===== src/rtl/bus_booking_server.sv =====
// Server-side seat booking responder: checks a requested seat, holds it while
// payment is pending, then confirms or frees it and emits a one-cycle response.
module bus_booking_server #(
    parameter int NUM_SEATS   = 40,
    parameter int SEAT_W      = 6,
    parameter int PAY_TIMEOUT = 16,
    parameter int TO_W        = 5
) (
    input  logic              clk,
    input  logic              rst,
    input  logic              req_valid,
    input  logic [SEAT_W-1:0] req_seat,
    output logic              req_ready,
    input  logic              pay_valid,
    input  logic              pay_ok,
    input  logic              cancel,
    input  logic              rel_valid,
    input  logic [SEAT_W-1:0] rel_seat,
    output logic              rel_ready,
    output logic              resp_valid,
    output logic [1:0]        resp_status,
    output logic [SEAT_W-1:0] resp_seat,
    output logic [SEAT_W:0]   seats_free,
    output logic              full,
    output logic [1:0]        dbg_state
);

    // Handshake: a request is taken on any posedge where req_valid && req_ready;
    // a release is taken where rel_valid && rel_ready. resp_valid is a one-cycle
    // pulse with no back-pressure.

    typedef enum logic [1:0] {
        S_IDLE  = 2'd0,
        S_CHECK = 2'd1,
        S_HOLD  = 2'd2,
        S_RESP  = 2'd3
    } state_t;

    localparam logic [1:0] ST_BOOKED   = 2'b00;
    localparam logic [1:0] ST_REJECTED = 2'b01;
    localparam logic [1:0] ST_RELEASED = 2'b10;
    localparam logic [1:0] ST_TIMEOUT  = 2'b11;

    localparam logic [SEAT_W-1:0] SEAT_LIMIT = SEAT_W'(NUM_SEATS);
    localparam logic [SEAT_W:0]   FREE_INIT  = (SEAT_W + 1)'(NUM_SEATS);
    localparam logic [TO_W-1:0]   TO_LAST    = TO_W'(PAY_TIMEOUT - 1);

    state_t               state_q, state_d;
    logic [NUM_SEATS-1:0] map_q, map_d;
    logic [SEAT_W:0]      free_q, free_d;
    logic                 full_q, full_d;
    logic [SEAT_W-1:0]    seat_q, seat_d;
    logic [TO_W-1:0]      timer_q, timer_d;
    logic                 resp_valid_q, resp_valid_d;
    logic [1:0]           status_q, status_d;
    logic [SEAT_W-1:0]    resp_seat_q, resp_seat_d;

    logic seat_in_range;
    logic rel_in_range;

    assign seat_in_range = (seat_q < SEAT_LIMIT);
    assign rel_in_range  = (rel_seat < SEAT_LIMIT);

    always_ff @(posedge clk) begin
        if (rst) begin
            state_q      <= S_IDLE;
            map_q        <= '0;
            free_q       <= FREE_INIT;
            full_q       <= 1'b0;
            seat_q       <= '0;
            timer_q      <= '0;
            resp_valid_q <= 1'b0;
            status_q     <= ST_BOOKED;
            resp_seat_q  <= '0;
        end else begin
            state_q      <= state_d;
            map_q        <= map_d;
            free_q       <= free_d;
            full_q       <= full_d;
            seat_q       <= seat_d;
            timer_q      <= timer_d;
            resp_valid_q <= resp_valid_d;
            status_q     <= status_d;
            resp_seat_q  <= resp_seat_d;
        end
    end

    always_comb begin
        state_d      = state_q;
        map_d        = map_q;
        free_d       = free_q;
        seat_d       = seat_q;
        timer_d      = timer_q;
        resp_valid_d = 1'b0;
        status_d     = status_q;
        resp_seat_d  = resp_seat_q;

        case (state_q)
            S_IDLE: begin
                if (req_valid) begin
                    seat_d  = req_seat;
                    state_d = S_CHECK;
                end else if (rel_valid && rel_in_range && map_q[rel_seat]) begin
                    map_d[rel_seat] = 1'b0;
                    free_d          = free_q + 1'b1;
                end
            end
            S_CHECK: begin
                if (!seat_in_range || map_q[seat_q]) begin
                    status_d     = ST_REJECTED;
                    resp_seat_d  = seat_q;
                    resp_valid_d = 1'b1;
                    state_d      = S_RESP;
                end else begin
                    map_d[seat_q] = 1'b1;
                    free_d        = free_q - 1'b1;
                    timer_d       = '0;
                    state_d       = S_HOLD;
                end
            end
            S_HOLD: begin
                // Any exit from HOLD except a good payment gives the seat back.
                if (cancel || (pay_valid && !pay_ok) || (!pay_valid && timer_q == TO_LAST)) begin
                    map_d[seat_q] = 1'b0;
                    free_d        = free_q + 1'b1;
                end
                if (cancel || pay_valid || timer_q == TO_LAST) begin
                    resp_seat_d  = seat_q;
                    resp_valid_d = 1'b1;
                    state_d      = S_RESP;
                end
                if (cancel) begin
                    status_d = ST_RELEASED;
                end else if (pay_valid) begin
                    status_d = pay_ok ? ST_BOOKED : ST_RELEASED;
                end else if (timer_q == TO_LAST) begin
                    status_d = ST_TIMEOUT;
                end else begin
                    timer_d = timer_q + 1'b1;
                end
            end
            S_RESP: begin
                state_d = S_IDLE;
            end
            default: begin
                state_d = S_IDLE;
            end
        endcase

        full_d = (free_d == '0);
    end

    assign req_ready   = (state_q == S_IDLE);
    assign rel_ready   = (state_q == S_IDLE) && !req_valid;
    assign resp_valid  = resp_valid_q;
    assign resp_status = status_q;
    assign resp_seat   = resp_seat_q;
    assign seats_free  = free_q;
    assign full        = full_q;
    assign dbg_state   = state_q;

endmodule


===== config.mk =====
export PLATFORM = sky130hd
export DESIGN_NAME = bus_booking_server
export DESIGN_NICKNAME = d
export VERILOG_FILES = /design/src/rtl/bus_booking_server.sv
export SDC_FILE = /design/constraint.sdc
export NUM_CORES = 1
export LEC_CHECK = 0
export BUFFER_PORTS_ARGS = -buffer_cell sky130_fd_sc_hd__buf_4
export CORE_ASPECT_RATIO = 2
export CORE_MARGIN = 3
export CORE_UTILIZATION = 35
export DETAILED_ROUTE_END_ITERATION = 8
export PLACE_DENSITY_LB_ADDON = 0.25
export SYNTH_ARGS = -nofsm -noshare
export SYNTH_HDL_FRONTEND = slang
export SYNTH_SLANG_ARGS = --single-unit

===== constraint.sdc =====
create_clock -name clk -period 3.5 [get_ports clk]
set_clock_uncertainty 0.05 [all_clocks]
set_input_delay 0.525 -clock clk [delete_from_list [all_inputs] [get_ports clk]]
set_output_delay 0.525 -clock clk [all_outputs]
set_load 0.01 [all_outputs]

* Word level (Yosys, flattened, before mapping)
Cells that the tools add are included.
Widths: inputs -> output; s select.
** Storage, ports and cells
- Flip-flop bits (word level) :: 70
- Latch bits :: 0
- Bits in writable memories :: 0
- Bits in read-only memories :: 0
- Input bits :: 19
- Memories :: 0
** Operators by class
- $add $sub $neg :: 3
- $mul :: 0
- Div/mod/pow operators :: 0
- Order comparisons :: 6
- Eq/ne operators :: 15
- Shift operators :: 0
- Multiplexer cells :: 39
- Bitwise operators :: 5
- Reductions and logical operators :: 26
** Operator list (number)
- $mux 40 :: 4
- $pmux 40 s3 :: 1
- $and 40x40->40 :: 2
- $not 40->40 :: 2
- $or 40x40->40 :: 1
- $mux 7 :: 4
- $pmux 7 s3 :: 1
- $mux 5 :: 4
- $ne 2x2->1 const B :: 9
- $lt 6x7->1 const B :: 2
- $mux 2 :: 7
- $bmux 1 s6 :: 2
- $demux 1 s6 :: 2
- $ge 6x1->1 const B :: 2
- $lt 6x6->1 const B :: 2
- $mux 6 :: 2
- $pmux 6 s2 :: 1
- $pmux 5 s2 :: 1
- $reduce_and 5->1 :: 2
- $pmux 2 s4 :: 1
- $add 7x1->7 const B :: 1
- $logic_and 1x1->1 :: 7
- $logic_not 7->1 :: 1
- $mux 1 :: 7
- other kinds (16) :: 26

* Logic depth before layout (Yosys ltp)
Gate-level depths: netlist of run 1.
- Word-level depth :: 9
- Mapped depth :: 13
- Depth with buffers taken out :: 11

* Worst setup path before layout of run 1
No wires, ideal clock.
- Kind :: reg2reg
- Start point :: register seat_q[1]
- End point :: register full_q, in the netlist full
- Library setup time :: 61 ps
- Arrival time :: 2739 ps
- Slack :: 650 ps
- Cell stages (with the launch flop) :: 10
- Buffers on the path :: 1
- Clock period less this slack :: 2850 ps
- Cell sequence :: dfxtp_1 buf_6 mux4_2 mux2_2 o2111a_2 or2_4 nor4b_2 mux2_2 a21oi_1 and4bb_1
** On the way
- Longest elaborated chain between the ends :: 6
** Ends and longest elaborated chain
- start, declared :: line 52 : logic [SEAT_W-1:0] seat_q, seat_d;
- start signal, assigned :: line 80 : seat_q <= seat_d;
- $bmux 1 s6 / $lt 6x6->1 (equally long branches) :: line 109, 61
- $mux 1 (not written as such) / $logic_not 1->1 (equally long branches) :: line 109 : if (!seat_in_range || map_q[seat_q]) begin
- $logic_or 1x1->1 (*) :: line 109
- $mux 7 (*) :: line 109
- $pmux 7 s3 (*) :: line 98 : case (state_q)
- $logic_not 7->1 (*) :: line 150 : full_d = (free_d == '0);
- end signal, assigned :: line 79 : full_q <= full_d;
- end, declared :: line 51 : logic full_q, full_d;
Mark *: on every way between the ends. The rest lies on a longest branch, timed or not. The select of a mux whose other input is x is not followed.
A chain may end at the register's enable or synchronous reset.

* Final worst setup path of run 1
- Start point :: register seat_q[0]
- End point :: register map_q[28]
** On the way
- Longest elaborated chain between the ends :: 8
** Ends and longest elaborated chain
- $lt 6x7->1 (not written as such) / $ge 6x1->1 (equally long branches) :: line 115, 124
- $logic_and 1x1->1 (not written as such) :: line 115, 124
- $mux 1 (not written as such) :: line 115, 124
- $demux 1 s6 :: line 115, 124
- $not 40->40 (no source line)
- $and 40x40->40 (no source line)
- $mux 40 :: line 123 : if (cancel || (pay_valid && !pay_ok) || (!pay_valid && timer_q == TO_LAST)) begin
- $pmux 40 s3 :: line 98
- end signal, assigned :: line 77 : map_q <= map_d;
- end, declared :: line 49 : logic [NUM_SEATS-1:0] map_q, map_d;
Parallel ways exist; a longest one is shown, timed or not. The select of a mux whose other input is x is not followed.

==> results of run 1 <==
[sequential cells by signal (all words and copies together) (netlist names)]
signal       flops
dbg_state        2
full             1
map_q           40
resp_seat        6
resp_status      2
resp_valid       1
seat_q           6
seats_free       7
timer_q          5
[final timing paths]
kind,cells past startpoint,slack [ns],startpoint,to
setup / recovery,10,0.24,seat_q[0],map_q[28]
hold / removal,3,0.40,req_seat[0],seat_q[0]
setup reg to reg,10,0.24,seat_q[0],map_q[28]
hold reg to reg,2,0.45,timer_q[4],timer_q[4]
[where the power goes]
| group | internal [uW] | switching (uW) | leakage [uW] |
|---|---|---|---|
| combinational | 725 | 1160 | 0.00125 |
| sequential | 890 | 144 | 0.000567 |
| clock | 714 | 374 | 0.000165 |
[worst reg2reg max path, delay by kind of cell, from the launching register on]
kind / cells / cell delay [ns]
buf+inv: 2 / 0.49
simple gates: 3 / 0.85
flops: 1 / 0.41
compound gates: 5 / 1.38
[cell usage after synthesis (6+ instances only)]
cell / number / area (um^2)
sky130_fd_sc_hd__a211oi_1: 6 / 45.0
sky130_fd_sc_hd__a21oi_1: 42 / 210
sky130_fd_sc_hd__a22oi_1: 30 / 225
sky130_fd_sc_hd__a31oi_1: 11 / 68.8
sky130_fd_sc_hd__buf_1: 6 / 22.5
sky130_fd_sc_hd__buf_2: 8 / 40.0
sky130_fd_sc_hd__clkbuf_1: 26 / 97.6
sky130_fd_sc_hd__dfxtp_1: 70 / 1400
sky130_fd_sc_hd__ha_1: 8 / 100
sky130_fd_sc_hd__inv_1: 20 / 75.1
sky130_fd_sc_hd__mux2i_1: 22 / 220
sky130_fd_sc_hd__nand2_1: 51 / 191
sky130_fd_sc_hd__nand2b_1: 13 / 81.3
sky130_fd_sc_hd__nand3_1: 13 / 65.1
sky130_fd_sc_hd__nand3b_1: 8 / 60.1
sky130_fd_sc_hd__nor2_1: 67 / 251
sky130_fd_sc_hd__nor2b_1: 7 / 43.8
sky130_fd_sc_hd__nor3_1: 22 / 110
sky130_fd_sc_hd__o21ai_0: 37 / 185
sky130_fd_sc_hd__o22ai_1: 27 / 169
[stage by stage]
step / total power [uW] / instance area, um^2 / util, %
after floorplan: 2220 / 4660 / -
after global placement: 2900 / 5210 / 40.1
after detailed placement: 2910 / 5210 / 40.1
after CTS: 4000 / 5550 / 42.7
after global routing: 4230 / 5550 / 42.7
final: 4010 / 5550 / 42.7
[cell families after synthesis]
family | share of synthesized area (%)
XOR/XNOR | 0.376
buffers and inverters | 5.61
AND/OR/NAND/NOR | 25.0
flip-flops | 30.1
adder cells (fa/ha/maj) | 2.15
multiplexers | 8.11
AO/OA/AOI/OAI | 28.7
[layout make-up]
type / count / share of cell area [%]
clock buffers: 10 / 4.30
multi-input cells: 467 / 54.0
repair buffers: 69 / 9.78
well taps: 152 / 3.42
flip-flops and latches: 70 / 25.2
clock inverters: 5 / 1.92
inverters: 20 / 1.35
[per-layer routing]
layer | global-route usage (%) | share of wire [%] | vias up
li1 | - | - | 2310
met1 | 25.4 | 32 | 2437
met2 | 49.1 | 53 | 215
met4 | 23.8 | 9.8 | 0
met3 | 4.96 | 4.2 | 92
met5 | 0 | 0 | -
==> run_results.csv, run 1 <==
group,metric,value,unit
floorplan,start_util,35.9,%
floorplan,die_width,87.6,um
clock_network,post-cts-setup-buffers,0,
timing,timing.final.hold_violations,0,
global_route,grt_start_max_net_pins,78,
min_path,hold_class,"in -> reg",
clock_network,number_of_sinks_handled_by_clock_tree_synthesis,70,
global_route,globalRoute.totalOverflow,0,
final_layout,final_cell_count_no_fill,793,
placed_design,place_ws,0.113,ns
synth,ys_dominant_reg_cell,"sky130_fd_sc_hd__dfxtp_1",
synth,synth-edff-count,0,
clock_network,cts_resized,0,
worst_setup_path,cp-end-kind,"flop",
worst_setup_path,setup.worst_path.class,"reg -> reg",
worst_setup_path,critPathBufInv,2,
final_layout,regArea,0.00140,mm^2
worst_setup_path,timing.critical_path.required,3.71,ns
floorplan,rows,59,
final_layout,fin_nets,664,
clock_network,clock_latency,0.34,ns
timing,fin_worst_hold_slack,0.398,ns
synth,syn-instance-count,600,
timing,setup_total_negative_slack,0,ns
floorplan,placeableCoreArea,0.0130,mm^2
synth,post_synthesis_average_cell_area,7.77,um^2
job,max_cap_violations,0,
final_layout,layout_commonest_cell,"sky130_fd_sc_hd__dfxtp_1",
timing,max_slew.worst_pin.slew,0.824,ns
global_route,global_route_wire_length_before_repair,29900,um
run_status,outcome,"finished, final reports clean",
pwr,peakVddDrop,0.417,mV
timing,fin_crit,3.26,ns
timing,final-setup-viol-count,0,
pwr,power_density,721,mW/mm^2
final_layout,area_of_the_multi_input_gates,0.00300,mm^2
placed_design,hpwlAfterDp,15000,um
floorplan,die_area,0.0148,mm^2
timing,fmax,0.307,GHz
placed_design,placement.io_buffers,39,
synth,yosysUniqueCellTypes,71,
routing,detail_route.wirelength,19800,um
final_layout,drive_gt1_share,17.2,%
clock_network,holdBufCountCts,0,
worst_setup_path,timing.critical_path.max_delay_family,"compound AO/OA/AOI/OAI gates",
worst_setup_path,delay_contributed_by_the_slowest_stage_of_the_critical_path,0.41,ns
placed_design,placed_cells_incl_taps,778,
worst_setup_path,crit_path_top_delay_cell,"sky130_fd_sc_hd__dfxtp_1",
routing,vias,5054,
routing,drt_antenna_net_count,0,
worst_setup_path,worstPathCellList,"buf_4, and2_1, a221oi_1, o221ai_1, o2111a_2, or2_4, a221oi_4, nand4_2, buf_4, o22ai_1",
worst_setup_path,critPathMaxFanout,10,
final_layout,area.growth.synth_to_final,19.1,%
synth,ys_seq_area_share,30.1,%
timing,finalCritPeriodShare,93.1,%
timing,timing.slew.headroom,45.1,%
placed_design,gp_congestion,1.18,
routing,drt-initial-drc-count,509,
synth,synth_seq_cells,70,
pwr,p_leak,0.00199,uW
floorplan,ioPinCount,40,
routing,drt_pass1_iterations,6,
global_route,vias_in_the_first_global_route,5019,
timing,layout_setup_ws,0.241,ns
clock_network,htree_levels,3,
routing,vias_per_cell,6.37,
clock_network,worst_setup_hold_path_clk_slew,0.06,ns
final_layout,num_antenna_cells,0,
routing,avgRoutedWirePerCell,24.9,um
synth,share_of_synthesized_flip_flops_with_an_asynchronous_set_or_reset,0,%
synth,postSynthNetCount,627,
synth,synth_warnings,0,
clock_network,cts_tree,"built",
final_layout,filler_cells,1351,
clock_network,clock-root-buffer,"sky130_fd_sc_hd__clkbuf_16",
final_layout,most_frequent_cells_in_the_layout,"70 x sky130_fd_sc_hd__dfxtp_1, 67 x sky130_fd_sc_hd__nor2_1, 67 x sky130_fd_sc_hd__buf_4",
synth,synth.cell_area,0.00466,mm^2
global_route,gr-usage-all-layers,27.4,%
routing,remaining_drc_errors,0,
worst_setup_path,critPathLaunchType,"flop",
clock_network,clock_tree.buffer_depth,2,
worst_setup_path,crit_top_cell,"sky130_fd_sc_hd__buf_4",
worst_setup_path,worst-endpoint-arrival,3.47,ns
timing,grt_setup_unrepaired,"no",
timing,final_max_slew_viol_count,0,
floorplan,die-height,169,um
clock_network,numCtsBuffers,9,
global_route,grt_antenna_before_repair,0,
Power figures use the tool's default switching activity.
==> run 2: changes to the inputs <==
--- a/config.mk
+++ b/config.mk
@@ -6,7 +6,8 @@
 export NUM_CORES = 1
 export LEC_CHECK = 0
 export BUFFER_PORTS_ARGS = -buffer_cell sky130_fd_sc_hd__buf_4
-export CORE_ASPECT_RATIO = 2
+export CELL_PAD_IN_SITES_DETAIL_PLACEMENT = 0
+export CELL_PAD_IN_SITES_GLOBAL_PLACEMENT = 2
 export CORE_MARGIN = 3
 export CORE_UTILIZATION = 35
 export DETAILED_ROUTE_END_ITERATION = 8
==> run_results.csv, run 2 (synthesis gave the netlist of run 1 again) <==
group,metric,value,unit
run_status,outcome,"finished, final reports clean",
timing,finalCritPeriodShare,93.2,%
final_layout,finalCoreUtilization,42.8,%
timing,final_max_slew_viol_count,0,
clock_network,number_of_sinks_handled_by_clock_tree_synthesis,70,
routing,remaining_drc_errors,0,
routing,detail_route.wirelength,17400,um
pwr,switchingPower,1680,uW
floorplan,ioPinCount,40,
clock_network,numCtsBuffers,9,
timing,grt_setup_unrepaired,"no",
timing,max_slew.worst_pin.slew,0.758,ns
routing,drt_pass1_iterations,5,
worst_setup_path,critPathMaxFanout,9,
timing,fin_crit,3.26,ns
pwr,power_density,703,mW/mm^2
worst_setup_path,critPathBufInv,1,
worst_setup_path,timing.critical_path.max_delay_family,"compound AO/OA/AOI/OAI gates",
routing,drt_antenna_net_count,0,
floorplan,start_util,36.3,%
placed_design,place_area,0.00517,mm^2
floorplan,placeableCoreArea,0.0128,mm^2
global_route,grt_antenna_before_repair,0,
final_layout,area.growth.synth_to_final,17.6,%
global_route,gr-usage-all-layers,24.1,%
routing,drt-initial-drc-count,502,
final_layout,drive_gt1_share,16.8,%
final_layout,registers.top_by_ff_count,"map_q",
floorplan,die_area,0.0147,mm^2
final_layout,layout_commonest_cell,"sky130_fd_sc_hd__dfxtp_1",
worst_setup_path,cp-end-kind,"flop",
global_route,vias_in_the_first_global_route,4760,
global_route,grt_start_max_net_pins,64,
min_path,hold_class,"in -> reg",
placed_design,placement.io_buffers,39,
routing,vias_per_cell,6.07,
clock_network,worst_setup_hold_path_clk_slew,0.06,ns
placed_design,hpwlAfterDp,12700,um
worst_setup_path,delay_contributed_by_the_slowest_stage_of_the_critical_path,0.58,ns
worst_setup_path,setup.worst_path.class,"reg -> reg",
pwr,p_leak,0.00193,uW
final_layout,final_cell_area,0.00548,mm^2
clock_network,holdBufCountCts,0,
worst_setup_path,critPathLaunchType,"flop",
floorplan,rows,41,
clock_network,clock_latency,0.35,ns
timing,setup_total_negative_slack,0,ns
pwr,peakVddDrop,0.447,mV
worst_setup_path,timing.critical_path.required,3.75,ns
timing,final-setup-viol-count,0,
global_route,globalRoute.totalOverflow,0,
placed_design,place_ws,0.0381,ns
clock_network,clock_tree.buffer_depth,2,
floorplan,die-height,121,um
worst_setup_path,worstPathCellList,"nor2b_1, a221o_1, a211oi_1, o2111ai_1, buf_4, nor4_2, mux2i_1, a311oi_1, a21boi_0, and4bb_1",
timing,fin_worst_hold_slack,0.374,ns
floorplan,die_width,121,um
final_layout,num_antenna_cells,0,
pwr,power_report.internal_total,2170,uW
pwr,power.clock.fraction,25.2,%
pwr,comb_pwr_share,47.9,%
pwr,swShare,43.6,%
timing,timing.final.hold_violations,0,
routing,vias,4908,
pwr,seq_power_share,26.9,%
job,max_cap_violations,0,
clock_network,htree_levels,3,
timing,timing.slew.headroom,49.1,%
timing,fmax,0.307,GHz
timing,layout_setup_ws,0.238,ns
global_route,global_route_wire_length_before_repair,27200,um
clock_network,cts_tree,"built",
final_layout,largest_reg_flops,40,
placed_design,gp_congestion,0.964,
worst_setup_path,crit_path_top_delay_cell,"sky130_fd_sc_hd__dfxtp_1",
clock_network,clock-root-buffer,"sky130_fd_sc_hd__clkbuf_16",
final_layout,fin_nets,658,
worst_setup_path,worst-endpoint-arrival,3.51,ns
routing,avgRoutedWirePerCell,21.6,um
final_layout,most_frequent_cells_in_the_layout,"68 x sky130_fd_sc_hd__dfxtp_1, 67 x sky130_fd_sc_hd__nor2_1, 62 x sky130_fd_sc_hd__buf_4",
## run 2: path summary, 6_finish.rpt
kind | from | end | slack [ns] | cells after the start
min | req_seat[1] | seat_q[1] | 0.37 | 3
max reg2reg | seat_q[2] | full | 0.24 | 10
max | seat_q[2] | full | 0.24 | 10
min reg2reg | timer_q[4] | timer_q[4] | 0.45 | 2
## run 2: final cells by class
class | instances | area (um^2)
timing repair buffer | 63 | 485
inverter | 20 | 75.1
clock buffer | 9 | 225
multi-input combinational | 467 | 3000
sequential | 70 | 1400
clock inverter | 7 | 80.1
tap | 172 | 215
fill | 1345 | 7340
## run 2: worst min-delay path, stage by stage
cell and delay [ns]:
sky130_fd_sc_hd__buf_4 0.11, sky130_fd_sc_hd__nand3_1 0.05, sky130_fd_sc_hd__a21oi_1 0.05
## run 2: metal layers
layer  vias up  track usage, %  part of all wire, %
met1      2355            31.4                   42
met4         0            8.47                  2.9
met3        41            5.36                  7.1
met5         -               0                    0
met2       206            39.1                   48
li1       2306               -                    -
## run 2: power groups by stage
stage | registers (uW) | clock network [uW] | logic (uW)
2_1_floorplan | 1020 | 0 | 1210
3_3_place_gp | 1050 | 0 | 1840
3_5_place_dp | 1050 | 0 | 1830
4_1_cts | 1040 | 983 | 1840
5_1_grt | 1060 | 1010 | 2010
6_report | 1040 | 971 | 1850
## run 2: what timing repair did
| action | CTS | global route |
|---|---|---|
| gates resized for setup | 0 | 2 |
| buffers inserted | 0 | 0 |
| endpoints found under the setup margin | 0 | 21 |
## run 2: stage by stage
stage	instances	power [uW]
after floorplan	600	2220
final	808	3860
after detailed placement	792	2890
after global placement	792	2890
after CTS	808	3860
after global routing	808	4080
==> run 3: changes to the inputs <==
--- a/config.mk
+++ b/config.mk
@@ -8,10 +8,10 @@
 export BUFFER_PORTS_ARGS = -buffer_cell sky130_fd_sc_hd__buf_4
 export CELL_PAD_IN_SITES_DETAIL_PLACEMENT = 0
 export CELL_PAD_IN_SITES_GLOBAL_PLACEMENT = 2
-export CORE_MARGIN = 3
 export CORE_UTILIZATION = 35
 export DETAILED_ROUTE_END_ITERATION = 8
 export PLACE_DENSITY_LB_ADDON = 0.25
+export RECOVER_POWER = 25
 export SYNTH_ARGS = -nofsm -noshare
 export SYNTH_HDL_FRONTEND = slang
 export SYNTH_SLANG_ARGS = --single-unit
==> run_results.csv, run 3 (synthesis gave the netlist of run 1 again) <==
group,metric,value,unit
run_status,outcome,"finished, final reports clean",
final_layout,num_antenna_cells,0,
placed_design,gp_congestion,0.922,
clock_network,number_of_sinks_handled_by_clock_tree_synthesis,70,
timing,grt_setup_unrepaired,"no",
pwr,p_total,3770,uW
routing,drt-initial-drc-count,583,
clock_network,clock_latency,0.35,ns
timing,max_slew.worst_pin.slew,1.08,ns
placed_design,place_area,0.00522,mm^2
clock_network,cts_tree,"built",
floorplan,die_area,0.0138,mm^2
floorplan,ioPinCount,40,
clock_network,clock-root-buffer,"sky130_fd_sc_hd__clkbuf_16",
worst_setup_path,crit_path_top_delay_cell,"sky130_fd_sc_hd__dfxtp_1",
final_layout,registers.top_by_ff_count,"map_q",
worst_setup_path,critPathBufInv,1,
floorplan,rows,41,
worst_setup_path,worstPathCellList,"nor2b_1, a221o_1, a211oi_2, o2111ai_1, buf_4, nor4b_1, mux2i_1, o22a_1, nand4_1, and4bb_1",
timing,final_max_slew_viol_count,0,
floorplan,placeableCoreArea,0.0128,mm^2
job,max_cap_violations,0,
clock_network,numCtsBuffers,9,
clock_network,worst_setup_hold_path_clk_slew,0.06,ns
final_layout,finalCoreUtilization,42.3,%
final_layout,most_frequent_cells_in_the_layout,"69 x sky130_fd_sc_hd__dfxtp_1, 67 x sky130_fd_sc_hd__nor2_1, 51 x sky130_fd_sc_hd__nand2_1",
worst_setup_path,cp-end-kind,"flop",
final_layout,final_cell_area,0.00542,mm^2
global_route,globalRoute.totalOverflow,0,
clock_network,htree_levels,3,
final_layout,drive_gt1_share,14.2,%
placed_design,placement.io_buffers,39,
worst_setup_path,worst-endpoint-arrival,3.46,ns
worst_setup_path,critPathMaxFanout,8,
placed_design,hpwlAfterDp,12800,um
timing,fin_crit,3.22,ns
worst_setup_path,delay_contributed_by_the_slowest_stage_of_the_critical_path,0.42,ns
timing,timing.final.hold_violations,0,
worst_setup_path,timing.critical_path.required,3.74,ns
final_layout,area.growth.synth_to_final,16.4,%
final_layout,filler_cells,1351,
final_layout,largest_reg_flops,40,
routing,drt_pass1_iterations,8,
floorplan,start_util,36.3,%
worst_setup_path,timing.critical_path.max_delay_family,"compound AO/OA/AOI/OAI gates",
global_route,gr-usage-all-layers,26.6,%
global_route,grt_start_max_net_pins,60,
routing,remaining_drc_errors,0,
timing,fmax,0.310,GHz
routing,avgRoutedWirePerCell,22.0,um
global_route,global_route_wire_length_before_repair,27900,um
pwr,p_leak,0.00186,uW
clock_network,clock_tree.buffer_depth,2,
pwr,power_density,696,mW/mm^2
worst_setup_path,critPathLaunchType,"flop",
min_path,hold_class,"in -> reg",
global_route,grt_antenna_before_repair,0,
final_layout,layout_commonest_cell,"sky130_fd_sc_hd__dfxtp_1",
timing,setup_total_negative_slack,0,ns
timing,final-setup-viol-count,0,
routing,vias_per_cell,6.13,
pwr,peakVddDrop,0.402,mV
routing,detail_route.wirelength,17900,um
timing,timing.slew.headroom,27.6,%
final_layout,fin_nets,662,
routing,vias,4975,
timing,finalCritPeriodShare,92.1,%
floorplan,die-height,117,um
worst_setup_path,setup.worst_path.class,"reg -> reg",
floorplan,die_width,117,um
clock_network,post-cts-setup-buffers,0,
global_route,vias_in_the_first_global_route,4774,
routing,drt_antenna_net_count,0,
-- run 3: cell types whose count changed in the layout (fill, tap and decap cells not counted), moves of 2 or more --
| cell | before | now |
|---|---|---|
| sky130_fd_sc_hd__clkinv_2 | 0 | 2 |
| sky130_fd_sc_hd__inv_6 | 3 | 1 |
| sky130_fd_sc_hd__buf_4 | 62 | 45 |
| sky130_fd_sc_hd__clkbuf_1 | 0 | 20 |
-- run 3: per-stage QoR --
step | cells | hold slack, ns | worst slack (ns)
2_1_floorplan | 600 | 0.405 | 0.650
3_3_place_gp | 796 | 0.416 | 0.0941
3_5_place_dp | 796 | 0.431 | 0.101
4_1_cts | 812 | 0.383 | 0.131
5_1_grt | 812 | 0.396 | 0.0362
6_report | 812 | 0.382 | 0.276
-- run 3: worst min-delay path: stages --
cell                      delay [ns]
sky130_fd_sc_hd__buf_4          0.11
sky130_fd_sc_hd__nand3_1        0.05
sky130_fd_sc_hd__a21oi_1        0.05
-- run 3: routing by layer --
layer	GRT usage (%)	share of wire [%]
met5	0	0
met4	14.5	4.2
met3	4.52	7.2
met2	42.3	46
met1	33.9	42
-- run 3: path summary, 6_finish.rpt --
check	from	to	slack [ns]	cells after the start
max	seat_q[0]	full	0.28	10
max reg2reg	seat_q[0]	full	0.28	10
min reg2reg	timer_q[4]	timer_q[4]	0.45	2
min	req_seat[1]	seat_q[1]	0.38	3
-- run 3: final cells by class --
| cell class | instances | area, um^2 | share of cell area, % |
|---|---|---|---|
| repair buffers | 67 | 453 | 8.35 |
| inverters | 20 | 75.1 | 1.38 |
| flip-flops and latches | 70 | 1400 | 25.9 |
| clock buffers | 9 | 225 | 4.15 |
| clock inverters | 7 | 50.0 | 0.923 |
| well taps | 172 | 215 | 3.97 |
| multi-input cells | 467 | 3000 | 55.4 |
-- run 3: where the power goes --
group	switching, uW	internal, uW	total (uW)
combinational	1180	700	1880
clock	392	481	873
sequential	130	891	1020
total	1700	2070	3770
-- run 3: repair_timing --
| action | in CTS | in global routing |
|---|---|---|
| hold buffers | 0 | 0 |
| setup endpoints to repair | 0 | 19 |
| resized for setup | 0 | 2 |
